$ cat config.mk
export PLATFORM = sky130hd
export DESIGN_NAME = board_frame_rx
export DESIGN_NICKNAME = d
export VERILOG_FILES = /design/src/rtl/board_frame_rx.sv
export SDC_FILE = /design/constraint.sdc
export NUM_CORES = 1
export LEC_CHECK = 0
export BUFFER_PORTS_ARGS = -buffer_cell sky130_fd_sc_hd__buf_2
export CELL_PAD_IN_SITES_DETAIL_PLACEMENT = 1
export CELL_PAD_IN_SITES_GLOBAL_PLACEMENT = 2
export CORE_MARGIN = 4
export CORE_UTILIZATION = 40
export CTS_CLUSTER_DIAMETER = 50
export DETAILED_ROUTE_END_ITERATION = 16
export MAX_ROUTING_LAYER = met4
export PLACE_DENSITY = 0.94
export SLEW_MARGIN = 20
export SYNTH_ARGS = -nofsm -noshare
export SYNTH_HDL_FRONTEND = slang
export SYNTH_SLANG_ARGS = --single-unit
export TNS_END_PERCENT = 50
$ cat constraint.sdc
create_clock -name clk_in -period 3.8 [get_ports clk_in]
set_clock_uncertainty 0.2 [all_clocks]
set_input_delay 0.38 -clock clk_in [delete_from_list [all_inputs] [get_ports clk_in]]
set_output_delay 0.38 -clock clk_in [all_outputs]
set_load 0.01 [all_outputs]
$ cat src/rtl/board_frame_rx.sv
// Serial receiver for one inter-board frame: start, DATA_BITS payload LSB-first,
// even-parity bit, stop. Good frames are held on data_out with a one-cycle ready strobe.
module board_frame_rx #(
  parameter int unsigned CLKS_PER_BIT = 650,
  parameter int unsigned DATA_BITS    = 162
) (
  input  logic                 clk_in,
  input  logic                 rst_in,
  input  logic                 rx,
  output logic [DATA_BITS-1:0] data_out,
  output logic                 ready,
  output logic                 frame_err,
  output logic                 busy
);

  localparam int unsigned CW = $clog2(CLKS_PER_BIT);
  localparam int unsigned BW = $clog2(DATA_BITS + 1);
  localparam int unsigned NumCells = DATA_BITS / 2;

  localparam logic [CW-1:0] HalfM1  = CW'(CLKS_PER_BIT / 2 - 1);
  localparam logic [CW-1:0] FullM1  = CW'(CLKS_PER_BIT - 1);
  localparam logic [BW-1:0] LastBit = BW'(DATA_BITS - 1);

  localparam logic [2:0] StIdle   = 3'd0;
  localparam logic [2:0] StStart  = 3'd1;
  localparam logic [2:0] StData   = 3'd2;
  localparam logic [2:0] StParity = 3'd3;
  localparam logic [2:0] StStop   = 3'd4;
  localparam logic [2:0] StBreak  = 3'd5;

  logic                 rx_meta_q, rx_s_q;
  logic [2:0]           state_q, state_d;
  logic [CW-1:0]        clk_cnt_q, clk_cnt_d;
  logic [BW-1:0]        bit_cnt_q, bit_cnt_d;
  logic [DATA_BITS-1:0] shift_q, shift_d;
  logic                 par_acc_q, par_acc_d;
  logic                 parity_ok_q, parity_ok_d;
  logic [DATA_BITS-1:0] data_q, data_d;
  logic                 ready_q, ready_d;
  logic                 err_q, err_d;
  logic                 cell_bad;
  logic                 tick_half, tick_full;

  assign tick_half = (clk_cnt_q == HalfM1);
  assign tick_full = (clk_cnt_q == FullM1);

  // A cell value of 2'b11 has no board meaning, so any occurrence rejects the frame.
  always_comb begin
    cell_bad = 1'b0;
    for (int unsigned k = 0; k < NumCells; k++) begin
      if (shift_q[2*k +: 2] == 2'b11) cell_bad = 1'b1;
    end
  end

  always_comb begin
    state_d     = state_q;
    clk_cnt_d   = clk_cnt_q;
    bit_cnt_d   = bit_cnt_q;
    shift_d     = shift_q;
    par_acc_d   = par_acc_q;
    parity_ok_d = parity_ok_q;
    data_d      = data_q;
    ready_d     = 1'b0;
    err_d       = 1'b0;

    case (state_q)
      StIdle: begin
        if (!rx_s_q) begin
          state_d   = StStart;
          clk_cnt_d = '0;
          bit_cnt_d = '0;
          par_acc_d = 1'b0;
        end
      end

      StStart: begin
        if (tick_half) begin
          clk_cnt_d = '0;
          state_d   = rx_s_q ? StIdle : StData;
        end else begin
          clk_cnt_d = clk_cnt_q + 1'b1;
        end
      end

      StData: begin
        if (tick_full) begin
          shift_d[bit_cnt_q] = rx_s_q;
          par_acc_d          = par_acc_q ^ rx_s_q;
          clk_cnt_d          = '0;
          if (bit_cnt_q == LastBit) begin
            bit_cnt_d = '0;
            state_d   = StParity;
          end else begin
            bit_cnt_d = bit_cnt_q + 1'b1;
          end
        end else begin
          clk_cnt_d = clk_cnt_q + 1'b1;
        end
      end

      StParity: begin
        if (tick_full) begin
          parity_ok_d = (par_acc_q == rx_s_q);
          clk_cnt_d   = '0;
          state_d     = StStop;
        end else begin
          clk_cnt_d = clk_cnt_q + 1'b1;
        end
      end

      StStop: begin
        if (tick_full) begin
          clk_cnt_d = '0;
          if (!rx_s_q) begin
            // Line held low: report once, then wait out the break before re-arming.
            err_d   = 1'b1;
            state_d = StBreak;
          end else if (parity_ok_q && !cell_bad) begin
            data_d  = shift_q;
            ready_d = 1'b1;
            state_d = StIdle;
          end else begin
            err_d   = 1'b1;
            state_d = StIdle;
          end
        end else begin
          clk_cnt_d = clk_cnt_q + 1'b1;
        end
      end

      StBreak: begin
        if (rx_s_q) begin
          clk_cnt_d = '0;
          state_d   = StIdle;
        end
      end

      default: begin
        clk_cnt_d = '0;
        bit_cnt_d = '0;
        state_d   = StIdle;
      end
    endcase
  end

  always_ff @(posedge clk_in) begin
    if (!rst_in) begin
      rx_meta_q   <= 1'b1;
      rx_s_q      <= 1'b1;
      state_q     <= StIdle;
      clk_cnt_q   <= '0;
      bit_cnt_q   <= '0;
      shift_q     <= '0;
      par_acc_q   <= 1'b0;
      parity_ok_q <= 1'b0;
      data_q      <= '0;
      ready_q     <= 1'b0;
      err_q       <= 1'b0;
    end else begin
      rx_meta_q   <= rx;
      rx_s_q      <= rx_meta_q;
      state_q     <= state_d;
      clk_cnt_q   <= clk_cnt_d;
      bit_cnt_q   <= bit_cnt_d;
      shift_q     <= shift_d;
      par_acc_q   <= par_acc_d;
      parity_ok_q <= parity_ok_d;
      data_q      <= data_d;
      ready_q     <= ready_d;
      err_q       <= err_d;
    end
  end

  assign data_out  = data_q;
  assign ready     = ready_q;
  assign frame_err = err_q;
  assign busy      = (state_q != StIdle);

endmodule
==> flow_metrics.tcl <==
set metrics [dict create \
    status "finished, final reports clean" \
    die_h_microns 198 \
    ys.warnings.count 0 \
    clk_pin_slew_worst_paths_ns 0.06 \
    core-area_sq_mm 0.0356 \
    grt_pass1_wl_microns 66200 \
    tightest_slew_ns 1.10 \
    ys.flop_type "dfxtp_1" \
    relSlewSlack_pct 26.6 \
    power-per-cell-area_mw_per_mm2 469 \
    postCtsSetupRepairBufs 0 \
    worst_setup_path_start_kind "flip-flop" \
    cts_resized 0 \
    syn_area_per_cell_sq_um 9.72 \
    dp_hpwl_microns 29900 \
    chipWidth_microns 198 \
    async_flop_share_pct 0 \
    cts_max_path_buffers 3 \
    pin_count 168 \
    critPathCaptureType "flip-flop" \
    avgViaCountPerCell 5.29 \
    synth_nets 1494 \
    ir_drop_v 0.000390 \
    cts_made_buffers 42 \
    antenna_cells 0 \
    cts_tree "built" \
    num_vias 11200 \
    detail-route-antenna-nets 0 \
    numPortBuffers 167 \
    final-setup-viol-count 0 \
    yosysUniqueCellTypes 44 \
    rsz0062_at_grt "no" \
    drive_above_1_share_pct 17.2 \
    synth_cells 1484 \
    hold_path.class "flip-flop to flip-flop" \
    leakage_nw 8.56 \
    ys_seq_area_share_pct 48.7 \
    worst_ep_arrival_time_ns 3.34 \
    worstPathMaxFanout 10 \
    layout.nets 1631 \
    wl_per_cell_microns 20.8 \
    firstDrtPassIters 5 \
    syn_area_sq_mm 0.0144 \
    gp_congestion 0.838 \
    clock.fmax_mhz 318 \
    synth_edf_count 0 \
    total_power_w 0.00802 \
    grt_usage_pct 22.2 \
    syn_to_final_growth_pct 18.5 \
    hold_viol 0 \
    grt_pass1_vias 11200 \
    htreeDepth 2 \
    fin_crit_ns 3.14 \
    gr-total-overflow 0 \
    root_buffer "clkbuf_16" \
    initial_utilization_pct 40.6 \
    rows 69 \
    layout_commonest_cell "dfxtp_1" \
    fin_crit_sh_pct 82.6 \
    finalSetupTns_ns 0 \
    fp.dieArea_sq_mm 0.0392 \
    wl_microns 44000 \
    drc 0 \
    grt_start_max_net_pins 217 \
    crit_type "flip-flop to flip-flop" \
    fillCellCount 4013 \
    cts_hold_buf 2 \
    maxSlewViolCount 0 \
    synth-seq-cells 351 \
    max-cap-violations 0 \
    drt_iter0_drc 663 \
    required_ns 4.00 \
    final_cell_mix "dfxtp_1 (351), nand2_1 (345), mux2i_1 (326)" \
    clkLatencyLatePin_ns 0.57 \
    clock-sinks 351 \
    grt_antenna_before_repair 0 \
]
## area by class of cell
cell class	count	area, sq um	share of cell area [%]
sequential	351	7030	41.1
inverter	8	30.0	0.176
timing repair buffer	190	1060	6.22
multi-input combinational	1028	6970	40.8
clock buffer	54	1220	7.14
tap	461	577	3.37
clock inverter	21	201	1.18
## flip-flops by register name (all words and copies together) (netlist names)
register / flops
bit_cnt_q: 8
clk_cnt_q: 10
data_out: 162
frame_err: 1
par_acc_q: 1
parity_ok_q: 1
ready: 1
rx_meta_q: 1
rx_s_q: 1
shift_q: 162
state_q: 3
## cells by family after synthesis
| family | count (synthesis) | synth area share (%) |
|---|---|---|
| buf+inv | 105 | 3.31 |
| fa+ha+maj | 7 | 0.607 |
| compound gates | 61 | 3.06 |
| flops | 351 | 48.7 |
| mux | 326 | 22.6 |
| xor+xnor | 16 | 0.972 |
| simple gates | 618 | 20.7 |
## per-layer routing
metal	global-route usage, %	vias to the layer above	wire, microns
li1	-	5257	-
met1	29.2	5590	20000
met2	36.3	252	20900
met3	2.81	72	2000
met4	6.25	0	1120
met5	-	-	0
## path summary, 6_finish.rpt
check,start,slack [ns],to,depth (start not counted)
setup / recovery,clk_cnt_q[0],0.66,shift_q[100],7
hold / removal,rx_meta_q,0.23,rx_s_q,1
setup reg to reg,clk_cnt_q[0],0.66,shift_q[100],7
hold reg to reg,rx_meta_q,0.23,rx_s_q,1
## Yosys cell counts, types with 2 or more instances
cell type | number | area (sq um)
o21ai_0 | 3 | 15.0
nor2_2 | 12 | 75.1
buf_2 | 12 | 60.1
nor2_1 | 26 | 97.6
nand3b_1 | 2 | 15.0
and2_1 | 3 | 18.8
ha_1 | 7 | 87.6
xor2_1 | 10 | 87.6
and3_1 | 5 | 31.3
nand4_1 | 17 | 106
o21ai_1 | 2 | 10.0
buf_6 | 9 | 101
a21boi_0 | 4 | 30.0
nand2_1 | 346 | 1300
inv_1 | 8 | 30.0
nor3_4 | 3 | 48.8
a22oi_1 | 41 | 308
nand3_1 | 6 | 30.0
xnor2_1 | 6 | 52.6
buf_1 | 3 | 11.3
nor3_1 | 10 | 50.1
nor2b_1 | 166 | 1040
dfxtp_1 | 351 | 7030
mux2i_1 | 326 | 3260
o41ai_1 | 2 | 17.5
nor4_1 | 5 | 31.3
or3b_2 | 2 | 17.5
a21oi_1 | 3 | 15.0
nand2b_1 | 7 | 43.8
clkbuf_1 | 73 | 274
## where the power goes
part | internal, W | switching (W)
clock | 0.00242 | 0.00164
sequential | 0.00369 | 0.0000277
combinational | 0.0000795 | 0.000157
## worst max-delay path, cell delays in order, from the launching register on
cell	delay, ns
dfxtp_1	0.44
ha_1	0.20
nand4b_1	0.34
nor4_4	0.44
nand2_1	0.21
nor2_2	0.76
nand2_1	0.21
mux2i_1	0.17
## metrics by stage
stage	cells	setup slack [ns]	instance area (sq um)	utilization, %	hold WS [ns]
after floorplan	1484	1.48	14400	-	0.186
after global placement	2035	0.847	15600	44.0	0.202
after detailed placement	2035	0.740	15600	44.0	0.216
after CTS	2112	0.725	17100	48.0	0.230
after global routing	2113	0.463	17100	48.1	0.256
final	2113	0.660	17100	48.1	0.228
Power figures use the tool's default switching activity.
